File: src/rtl/alu_pkg.sv
// alu_pkg: constants shared by the RV32I decode stage and the ALU.
//   - ALU operation codes (4 bits, bit 3 selects the subtract/arithmetic variant)
//   - RV32I major opcodes handled by the decoder
//   - operand A select encoding
//   - output register state and decoded bundle type
package alu_pkg;

  // ALU operation codes
  localparam logic [3:0] ALU_ADD  = 4'b0000;
  localparam logic [3:0] ALU_SLL  = 4'b0001;
  localparam logic [3:0] ALU_SLT  = 4'b0010;
  localparam logic [3:0] ALU_SLTU = 4'b0011;
  localparam logic [3:0] ALU_XOR  = 4'b0100;
  localparam logic [3:0] ALU_SRL  = 4'b0101;
  localparam logic [3:0] ALU_OR   = 4'b0110;
  localparam logic [3:0] ALU_AND  = 4'b0111;
  localparam logic [3:0] ALU_SUB  = 4'b1000;
  localparam logic [3:0] ALU_SGE  = 4'b1010;
  localparam logic [3:0] ALU_SGEU = 4'b1011;
  localparam logic [3:0] ALU_SRA  = 4'b1101;

  // RV32I major opcodes
  localparam logic [6:0] OPC_OP     = 7'b0110011;
  localparam logic [6:0] OPC_OP_IMM = 7'b0010011;
  localparam logic [6:0] OPC_LOAD   = 7'b0000011;
  localparam logic [6:0] OPC_STORE  = 7'b0100011;
  localparam logic [6:0] OPC_BRANCH = 7'b1100011;
  localparam logic [6:0] OPC_JALR   = 7'b1100111;
  localparam logic [6:0] OPC_JAL    = 7'b1101111;
  localparam logic [6:0] OPC_LUI    = 7'b0110111;
  localparam logic [6:0] OPC_AUIPC  = 7'b0010111;

  // Operand A select
  localparam logic [1:0] SRC_A_RS1  = 2'b00;
  localparam logic [1:0] SRC_A_PC   = 2'b01;
  localparam logic [1:0] SRC_A_ZERO = 2'b10;

  typedef enum logic {
    ST_EMPTY = 1'b0,
    ST_FULL  = 1'b1
  } out_state_e;

  typedef struct packed {
    logic [3:0]  alu_control;
    logic [1:0]  src_a;
    logic        src_b_imm;
    logic [31:0] imm;
    logic        branch;
    logic        illegal;
  } decode_t;

endpackage

File: src/rtl/imm_gen.sv
// imm_gen: combinational RV32I immediate generator.
//   instr_i  in  32  instruction word
//   imm_o    out 32  immediate selected by opcode/funct3 (I/S/B/U/J or
//                    zero-extended shift amount); zero for formats without one
module imm_gen
  import alu_pkg::*;
(
  input  logic [31:0] instr_i,
  output logic [31:0] imm_o
);

  logic [31:0] i_imm;
  logic [31:0] s_imm;
  logic [31:0] b_imm;
  logic [31:0] u_imm;
  logic [31:0] j_imm;
  logic [31:0] shamt;

  assign i_imm = {{20{instr_i[31]}}, instr_i[31:20]};
  assign s_imm = {{20{instr_i[31]}}, instr_i[31:25], instr_i[11:7]};
  assign b_imm = {{19{instr_i[31]}}, instr_i[31], instr_i[7], instr_i[30:25],
                  instr_i[11:8], 1'b0};
  assign u_imm = {instr_i[31:12], 12'b0};
  assign j_imm = {{11{instr_i[31]}}, instr_i[31], instr_i[19:12], instr_i[20],
                  instr_i[30:21], 1'b0};
  assign shamt = {27'b0, instr_i[24:20]};

  always_comb begin
    imm_o = '0;
    case (instr_i[6:0])
      OPC_OP_IMM: begin
        // Shifts carry a 5-bit unsigned shift amount, not a signed immediate
        if (instr_i[14:12] == 3'b001 || instr_i[14:12] == 3'b101) begin
          imm_o = shamt;
        end else begin
          imm_o = i_imm;
        end
      end
      OPC_LOAD, OPC_JALR: imm_o = i_imm;
      OPC_STORE:          imm_o = s_imm;
      OPC_BRANCH:         imm_o = b_imm;
      OPC_LUI, OPC_AUIPC: imm_o = u_imm;
      OPC_JAL:            imm_o = j_imm;
      default:            imm_o = '0;
    endcase
  end

endmodule

File: src/rtl/alu_decode_stage.sv
// alu_decode_stage: registered RV32I decode stage feeding the execute ALU.
//   clk, rst         clock and synchronous active-high reset
//   flush            kill held bundle and refuse the same-cycle input
//   in_valid/ready   input handshake (instr, pc)
//   out_valid/ready  output handshake
//   out_pc           pc of the decoded instruction
//   out_alu_control  ALU operation code
//   out_src_a        operand A select (00 rs1, 01 pc, 10 zero)
//   out_src_b_imm    operand B select (1 imm, 0 rs2)
//   out_imm          decoded immediate
//   out_branch       conditional branch
//   out_illegal      unsupported encoding (still delivered with out_valid=1)
module alu_decode_stage
  import alu_pkg::*;
(
  input  logic        clk,
  input  logic        rst,
  input  logic        flush,
  input  logic        in_valid,
  output logic        in_ready,
  input  logic [31:0] instr,
  input  logic [31:0] pc,
  output logic        out_valid,
  input  logic        out_ready,
  output logic [31:0] out_pc,
  output logic [3:0]  out_alu_control,
  output logic [1:0]  out_src_a,
  output logic        out_src_b_imm,
  output logic [31:0] out_imm,
  output logic        out_branch,
  output logic        out_illegal
);

  logic [6:0]  opcode;
  logic [2:0]  funct3;
  logic [6:0]  funct7;
  logic [31:0] gen_imm;

  logic [3:0]  dec_alu;
  logic [1:0]  dec_src_a;
  logic        dec_src_b;
  logic        dec_branch;
  logic        dec_illegal;
  decode_t     dec_bundle;

  out_state_e  state_q, state_d;
  decode_t     bundle_q, bundle_d;
  logic [31:0] pc_q, pc_d;

  logic        load;
  logic        hold;

  assign opcode = instr[6:0];
  assign funct3 = instr[14:12];
  assign funct7 = instr[31:25];

  imm_gen u_imm_gen (
    .instr_i (instr),
    .imm_o   (gen_imm)
  );

  // Combinational decode of the incoming instruction
  always_comb begin
    dec_alu     = ALU_ADD;
    dec_src_a   = SRC_A_RS1;
    dec_src_b   = 1'b0;
    dec_branch  = 1'b0;
    dec_illegal = 1'b0;
    case (opcode)
      OPC_OP: begin
        if (funct7 == 7'b0000000) begin
          dec_alu = {1'b0, funct3};
        end else if (funct7 == 7'b0100000 &&
                     (funct3 == 3'b000 || funct3 == 3'b101)) begin
          dec_alu = {1'b1, funct3};
        end else begin
          dec_illegal = 1'b1;
        end
      end
      OPC_OP_IMM: begin
        dec_src_b = 1'b1;
        case (funct3)
          3'b001: begin
            dec_alu = ALU_SLL;
            if (funct7 != 7'b0000000) dec_illegal = 1'b1;
          end
          3'b101: begin
            // funct7[5] distinguishes SRAI from SRLI
            dec_alu = {funct7[5], 3'b101};
            if (funct7 != 7'b0000000 && funct7 != 7'b0100000) dec_illegal = 1'b1;
          end
          default: dec_alu = {1'b0, funct3};
        endcase
      end
      OPC_LOAD, OPC_JALR, OPC_STORE: begin
        dec_src_b = 1'b1;
      end
      OPC_BRANCH: begin
        dec_branch = 1'b1;
        case (funct3)
          3'b000, 3'b001: dec_alu = ALU_SUB;
          3'b100:         dec_alu = ALU_SLT;
          3'b101:         dec_alu = ALU_SGE;
          3'b110:         dec_alu = ALU_SLTU;
          3'b111:         dec_alu = ALU_SGEU;
          default:        dec_illegal = 1'b1;
        endcase
      end
      OPC_LUI: begin
        dec_src_a = SRC_A_ZERO;
        dec_src_b = 1'b1;
      end
      OPC_AUIPC, OPC_JAL: begin
        dec_src_a = SRC_A_PC;
        dec_src_b = 1'b1;
      end
      default: dec_illegal = 1'b1;
    endcase

    // Illegal encodings travel as a neutral ADD bundle so the trap logic
    // downstream sees only the illegal flag.
    dec_bundle = '0;
    if (dec_illegal) begin
      dec_bundle.illegal = 1'b1;
    end else begin
      dec_bundle.alu_control = dec_alu;
      dec_bundle.src_a       = dec_src_a;
      dec_bundle.src_b_imm   = dec_src_b;
      dec_bundle.imm         = gen_imm;
      dec_bundle.branch      = dec_branch;
    end
  end

  assign out_valid = (state_q == ST_FULL);
  assign in_ready  = !out_valid || out_ready;
  assign load      = in_valid && in_ready && !flush;
  assign hold      = out_valid && !out_ready && !flush;

  // Data registers are cleared whenever the stage goes empty so that the
  // outputs always read as reset values while out_valid is low.
  always_comb begin
    state_d  = ST_EMPTY;
    bundle_d = '0;
    pc_d     = '0;
    if (load) begin
      state_d  = ST_FULL;
      bundle_d = dec_bundle;
      pc_d     = pc;
    end else if (hold) begin
      state_d  = state_q;
      bundle_d = bundle_q;
      pc_d     = pc_q;
    end
  end

  always_ff @(posedge clk) begin
    if (rst) begin
      state_q  <= ST_EMPTY;
      bundle_q <= '0;
      pc_q     <= '0;
    end else begin
      state_q  <= state_d;
      bundle_q <= bundle_d;
      pc_q     <= pc_d;
    end
  end

  assign out_pc          = pc_q;
  assign out_alu_control = bundle_q.alu_control;
  assign out_src_a       = bundle_q.src_a;
  assign out_src_b_imm   = bundle_q.src_b_imm;
  assign out_imm         = bundle_q.imm;
  assign out_branch      = bundle_q.branch;
  assign out_illegal     = bundle_q.illegal;

endmodule

File: config.mk
export PLATFORM = sky130hd
export DESIGN_NAME = alu_decode_stage
export DESIGN_NICKNAME = d
export VERILOG_FILES = /design/src/rtl/alu_pkg.sv /design/src/rtl/imm_gen.sv /design/src/rtl/alu_decode_stage.sv
export SDC_FILE = /design/constraint.sdc
export NUM_CORES = 1
export LEC_CHECK = 0
export CORE_MARGIN = 8
export CORE_UTILIZATION = 37
export DETAILED_ROUTE_END_ITERATION = 16
export GPL_TIMING_DRIVEN = 0
export PLACE_DENSITY = 0.76
export SYNTH_ARGS = -nofsm -noshare
export SYNTH_HDL_FRONTEND = slang
export SYNTH_SLANG_ARGS = --single-unit
File: constraint.sdc
create_clock -name clk -period 1.65 [get_ports clk]
set_input_delay 0.165 -clock clk [delete_from_list [all_inputs] [get_ports clk]]
set_output_delay 0.165 -clock clk [all_outputs]
set_load 0.005 [all_outputs]
# --- After elaboration in Yosys (flattened, before gate mapping) ---
# Index checks and enable logic that the tools add are counted.
word_totals:
  ff_bits: 74
  latch_bits: 0
  ramBits: 0
  mem_bits_ro: 0
  in_bits: 69
  out_inout_bits: 75
  wordCells: 72
  memories: 0
op_classes:
  addsub: 0
  n_mul: 0
  div: 0
  magnitude_cmp: 0
  n_eq_ne: 17
  n_shift: 0
  muxes: 25
  bitwise: 0
  reduce_logical: 22
ops:
  columns: ["op", "n"]
  rows:
  - ["32-bit case mux with 6 select lines", 1]
  - ["32-bit 2-to-1 mux", 3]
  - ["41-bit 2-to-1 mux", 2]
  - ["40-bit 2-to-1 mux", 1]
  - ["7-bit by 6-bit equality test with 1-bit output (second input constant)", 4]
  - ["7-bit equality test (second input constant)", 3]
  - ["4-bit case mux with 5 select lines", 1]
  - ["7-bit by 5-bit equality test with 1-bit output (second input constant)", 2]
  - ["3-bit equality test (second input constant)", 4]
  - ["4-bit case mux with 3 select lines", 1]
  - ["6-bit OR reduction", 2]
  - ["1-bit 2-to-1 mux", 10]
  - ["4-bit 2-to-1 mux", 2]
  - ["4-bit case mux with 2 select lines", 1]
  - ["2-bit OR reduction", 4]
  - ["7-bit by 2-bit equality test with 1-bit output (second input constant)", 1]
  - ["7-bit zero test", 1]
  - ["7-bit by 6-bit != test with 1-bit output (second input constant)", 1]
  - ["7-bit nonzero test", 1]
  - ["7-bit OR reduction", 1]
  - ["1-bit logical AND", 6]
  - ["1-bit case mux with 4 select lines", 1]
  - ["2-bit case mux with 2 select lines", 1]
  - ["3-bit by 1-bit equality test with 1-bit output (second input constant)", 1]
  - ["other kinds (5)", 9]

# --- Longest topological paths before layout ---
depth:
  word_depth: 8
  ltp_mapped: 7
  ltp_nobuf: 5

# --- Hierarchy ---
# Synthesis repeated with hierarchy kept, for this count alone.
hier_totals:
  cells_unflattened: 332
  area_unflattened_um2: 3235.6
modules_own_cells:
  columns: ["mod", "instances", "cells_per_inst", "area_each_um2", "seq_area_each_um2"]
  rows:
  - ["alu_decode_stage", 1, 264, 2721.4, 1481.4]
  - ["imm_gen", 1, 68, 514.2, 0.0]

# --- Worst setup path before layout ---
# No wires, ideal clock.
synth_timing:
  path_type: "in2reg"
  from: "input instr[13]"
  to: "register bundle_q (netlist bit out_imm[11])"
  setup_time_ns: 0.059
  arrival_time_ns: 1.766
  required_time_ns: 1.591
  setup_slack_ns: -0.175
  stages: 7
  n_path_buf: 2
  cell_sequence: "clkbuf_1 nor2b_1 and3b_1 o31a_1 nor4b_4 buf_6 a22o_1"
synth_via:
  elab_chain_cells: 8
  elab_cells_between_ends: 19
  classes_between: "5 x eq/ne; 9 x mux; 5 x reduce/logical"
synth_lines:
  columns: ["element", "line", "text"]
  rows:
  - ["start: declaration", "alu_decode_stage.sv:21", "input logic [31:0] instr,"]
  - ["3-bit equality test or 3-bit zero test (tied branches)", null, null]
  - ["1-bit logical OR", "alu_decode_stage.sv:74", "(funct3 == 3'b000 || funct3 == 3'b101)) begin"]
  - ["1-bit logical AND", "alu_decode_stage.sv:73", "end else if (funct7 == 7'b0100000 &&"]
  - ["1-bit 2-to-1 mux", "alu_decode_stage.sv:73", null]
  - ["1-bit 2-to-1 mux", "alu_decode_stage.sv:71", "if (funct7 == 7'b0000000) begin"]
  - ["1-bit case mux with 4 select lines", "alu_decode_stage.sv:69", "case (opcode)"]
  - ["40-bit 2-to-1 mux (*)", "alu_decode_stage.sv:123", "if (dec_illegal) begin"]
  - ["41-bit 2-to-1 mux (*)", "alu_decode_stage.sv:145", "if (load) begin"]
  - ["end signal: assignment", "alu_decode_stage.sv:163", "bundle_q <= bundle_d;"]
  - ["end: declaration", "alu_decode_stage.sv:47", "decode_t bundle_q, bundle_d;"]
# Every way passes the cells marked *; elsewhere a longest branch is shown, timed or not.
# A chain may end at the register's enable or synchronous reset.

# --- Final worst setup path ---
layout_timing:
  from: "register state_q (netlist: out_valid)"
  to: "output in_ready"
layout_via:
  elab_chain_cells: 2
layout_lines:
  columns: ["element", "line", "text"]
  rows:
  - ["start: declaration", "alu_decode_stage.sv:46", "out_state_e state_q, state_d;"]
  - ["start signal: assignment", "alu_decode_stage.sv:162", "state_q <= state_d;"]
  - ["1-bit zero test", "alu_decode_stage.sv:135", "assign in_ready = !out_valid || out_ready;"]
  - ["1-bit logical OR", "alu_decode_stage.sv:135", null]
  - ["end: declaration", "alu_decode_stage.sv:20", "output logic in_ready,"]
# No other way between the ends.

==> metrics <==
area of the core=8260 um2; Die Height=109 um; pin count of the biggest net entering global routing=14; count of distinct cell types in the synthesized netlist=47; buffers plus inverters on the worst setup path=2; dominant combinational cell family by area after synthesis=compound AO/OA/AOI/OAI gates; post-synthesis mux area share=0%; Data required, critical path=1.48 ns; initial cell density of the core=38.3%; first-pass detailed-route iteration total=5; launch point of the worst path=out_valid; simple-gate share of the synthesized area=18.3%; CP Launch Type=flop; register bit total from synthesis=74; # rows=33; synthesized instance count=348; compound-cell area share of the yosys netlist=30.7%; ratio of routed vias to standard cells=5.49; Port Buffers=141; count of unresolved DRC violations after routing=0; post-synthesis net count=417; number of nets with antenna violations after detailed routing=0; final critical-path setup slack=-0.0361 ns; clock insertion delay at the later pin of the skew report=0.35 ns; highest clock rate=593 MHz; Final period util=102%; layout cell share with drive strength beyond 1=15.9%; count of nets after finishing=586; WS Path Type=flop to primary output; arithmetic-cell share of the synthesized area counting full adders, half adders and majority gates=0%; final weighted congestion of routability-driven global placement=0.886; Post-Synth XOR/XNOR Area=0%; failing checks=negative setup slack; GRT Residual Overflow=0; total routing usage reported by global routing=19.0%; Die Footprint=11800 um2; ys async rst share=0%; measured slew at the worst slew-check pin=0.482 ns; Pins Over Slew Limit=0; switching share of total power=24.6%; final critical path time including I/O delays and setup=1.69 ns; final setup vio count=6; maximum single-stage delay on the critical path=0.54 ns; relative area change from synthesis to final layout=66.9%; result of the run=complete, but fails checks; Post-Route Hold Slack=0.0834 ns; Synth top area share=46.8%; average wire length per cell after detail routing=18.4 um; CP max stage cell=clkdlybuf4s50_1; wire length of the first global-routing pass=17800 um; total non-filler cell area in the finished layout=5290 um2; sum of routed wire length over all layers=11500 um; number of placed I/O pins=144; number of buffers created by CTS=9; clock share of power=40.5%; Syn Area/Cell=9.10 um2; highest net fanout along the worst path=3; RSZ-0062 raised after global routing=yes; ranking of synthesized cells by area=dfxtp_1 (47%), a22o_1 (9.7%), a22oi_1 (7.6%); HPWL after detailed placement=8480 um; Critical Path Sink Type=primary output; post-synthesis cell type with the largest combined area=dfxtp_1; worst slack after detailed placement=-0.900 ns; buffer depth of the longest clock path=2; end of the worst register-to-register path=out_alu_control[2]; sequential area share after synthesis=46.8%; static leakage=1.94 nW; leading register cell type out of synthesis=dfxtp_1; flop-to-flop setup slack=0 ns; path length in cells of the critical path=3; reg-to-reg startpoint=out_valid; internal power of the cells=2.94 mW; most common library cells after synthesis=dfxtp_1 (74), nor2_1 (46), a22o_1 (35); share of total power in sequential cells=46.8%; Clock Tree Root=clkbuf_8; worst-case clock skew=0.00767 ns; number of diodes=0; DRC marker count from the first detailed-route iteration=184; dominant cell by count in the synthesized netlist=dfxtp_1; post-place instance area=4740 um2; Tot Pwr=3.89 mW; via count of the first global-routing pass=3564; worst hold-check path type=input port to flop; crit path capture=in_ready; post-cts hold buffer count=0; chain of cells forming the critical path=nor2b_4, inv_1, clkdlybuf4s50_1; kind of cell with the highest combined delay on the critical path=buffers and inverters; count of flip-flops with a built-in enable after synthesis=0; max-capacitance violation count=0; CTS tree=done; Worst Reg2Reg Path Length in Cells=5; total via count in the routed design=3444; number of H-tree branching levels=3; Clock Sink Count=74; power share of the combinational group=12.7%; Max transition margin=67.6%; number of antenna violations at the first check in global routing=0; cell area after synthesis=3170 um2; end-of-flow core utilization=64.0%; Final Hold Fails=0; worst IR drop on VDD=0.000458 V; switching power=0.958 mW; worst path arrival time=1.52 ns; power density over cell area=737 nW/um2; clock-pin slew reported for the worst setup and hold paths after clock tree synthesis=0.08 ns; number of warnings issued by yosys=0; chip width=109 um
per-layer routing:
layer	up-vias	routed length [um]	track usage [%]
met2	180	5300	31.1
met3	14	1580	9.93
met4	0	149	7.43
met5	-	0	0
met1	1603	4490	20.5
li1	1647	-	-
what timing repair did:
item,CTS,global route
cloned,3,0
setup buffers,13,1
resized for setup,79,13
setup endpoints to repair,68,65
pin swaps,15,11
power by group through the flow:
stage	Sequential [mW]	Clock [mW]	Combinational [mW]
finish	1.82	1.58	0.494
floorplan	1.86	0	0.165
CTS	1.82	1.60	0.486
global route	1.82	1.68	0.531
detailed placement	1.86	0	0.444
global placement	1.86	0	0.437
cell usage in the layout (no fill, tap or decap), types with 3 or more instances in the layout:
master	netlist	final
nor2_4	0	3
inv_1	4	4
nor2b_1	6	5
clkbuf_1	24	7
o2bb2ai_1	7	7
clkdlybuf4s50_1	0	125
buf_4	0	11
buf_2	0	3
nand2_1	24	24
clkbuf_4	0	4
nor3_1	5	3
buf_6	2	7
clkbuf_8	0	14
nor2_1	46	42
a22o_1	35	35
o21ai_2	0	4
o21ai_0	20	18
dfxtp_1	74	73
a21oi_1	11	10
o31ai_1	3	3
clkbuf_2	0	11
a32oi_1	4	4
nand3_1	4	4
dlygate4sd2_1	0	10
a22oi_1	32	32
registers in the layout, indices dropped and copies added (netlist names):
| name | count |
|---|---|
| out_alu_control | 4 |
| out_src_b_imm | 1 |
| out_valid | 1 |
| out_branch | 1 |
| out_pc | 32 |
| out_illegal | 1 |
| out_imm | 32 |
| out_src_a | 2 |
logic make-up (layout without fill, tap and decap cells):
| logic type | Yosys count | in the layout |
|---|---|---|
| flip-flops | 74 | 74 |
| buffers and inverters | 32 | 206 |
| AO/OA/AOI/OAI | 132 | 132 |
| AND/OR/NAND/NOR | 110 | 110 |
stage by stage:
stage                     instances  TNS [ns]
after global routing            627     -2.62
after floorplan                 348    -0.452
after detailed placement        594    -45.90
after global placement          594    -42.99
after CTS                       626    -0.756
final                           627    -0.137
cell type report:
cell class / count / area, um2
clock inverter: 6 / 90.1
tap: 105 / 131
fill: 706 / 2970
inverter: 4 / 15.0
clock buffer: 10 / 128
multi-input combinational: 242 / 1710
timing repair buffer: 158 / 1530
sequential: 74 / 1480
buffer: 28 / 195
how the worst min path moves through the flow:
stage                       startpoint            endpoint  slack (ns)  depth (start not counted)
floorplan                        flush           out_valid        0.24                          1
global placement    out_alu_control[3]  out_alu_control[3]        0.44                          2
detailed placement          out_branch          out_branch        0.45                          2
CTS                          instr[28]          out_imm[8]        0.08                          2
global route                 instr[28]          out_imm[8]        0.08                          2
finish                       instr[28]          out_imm[8]        0.08                          2
Note: power is estimated with default switching activity, not from simulation.
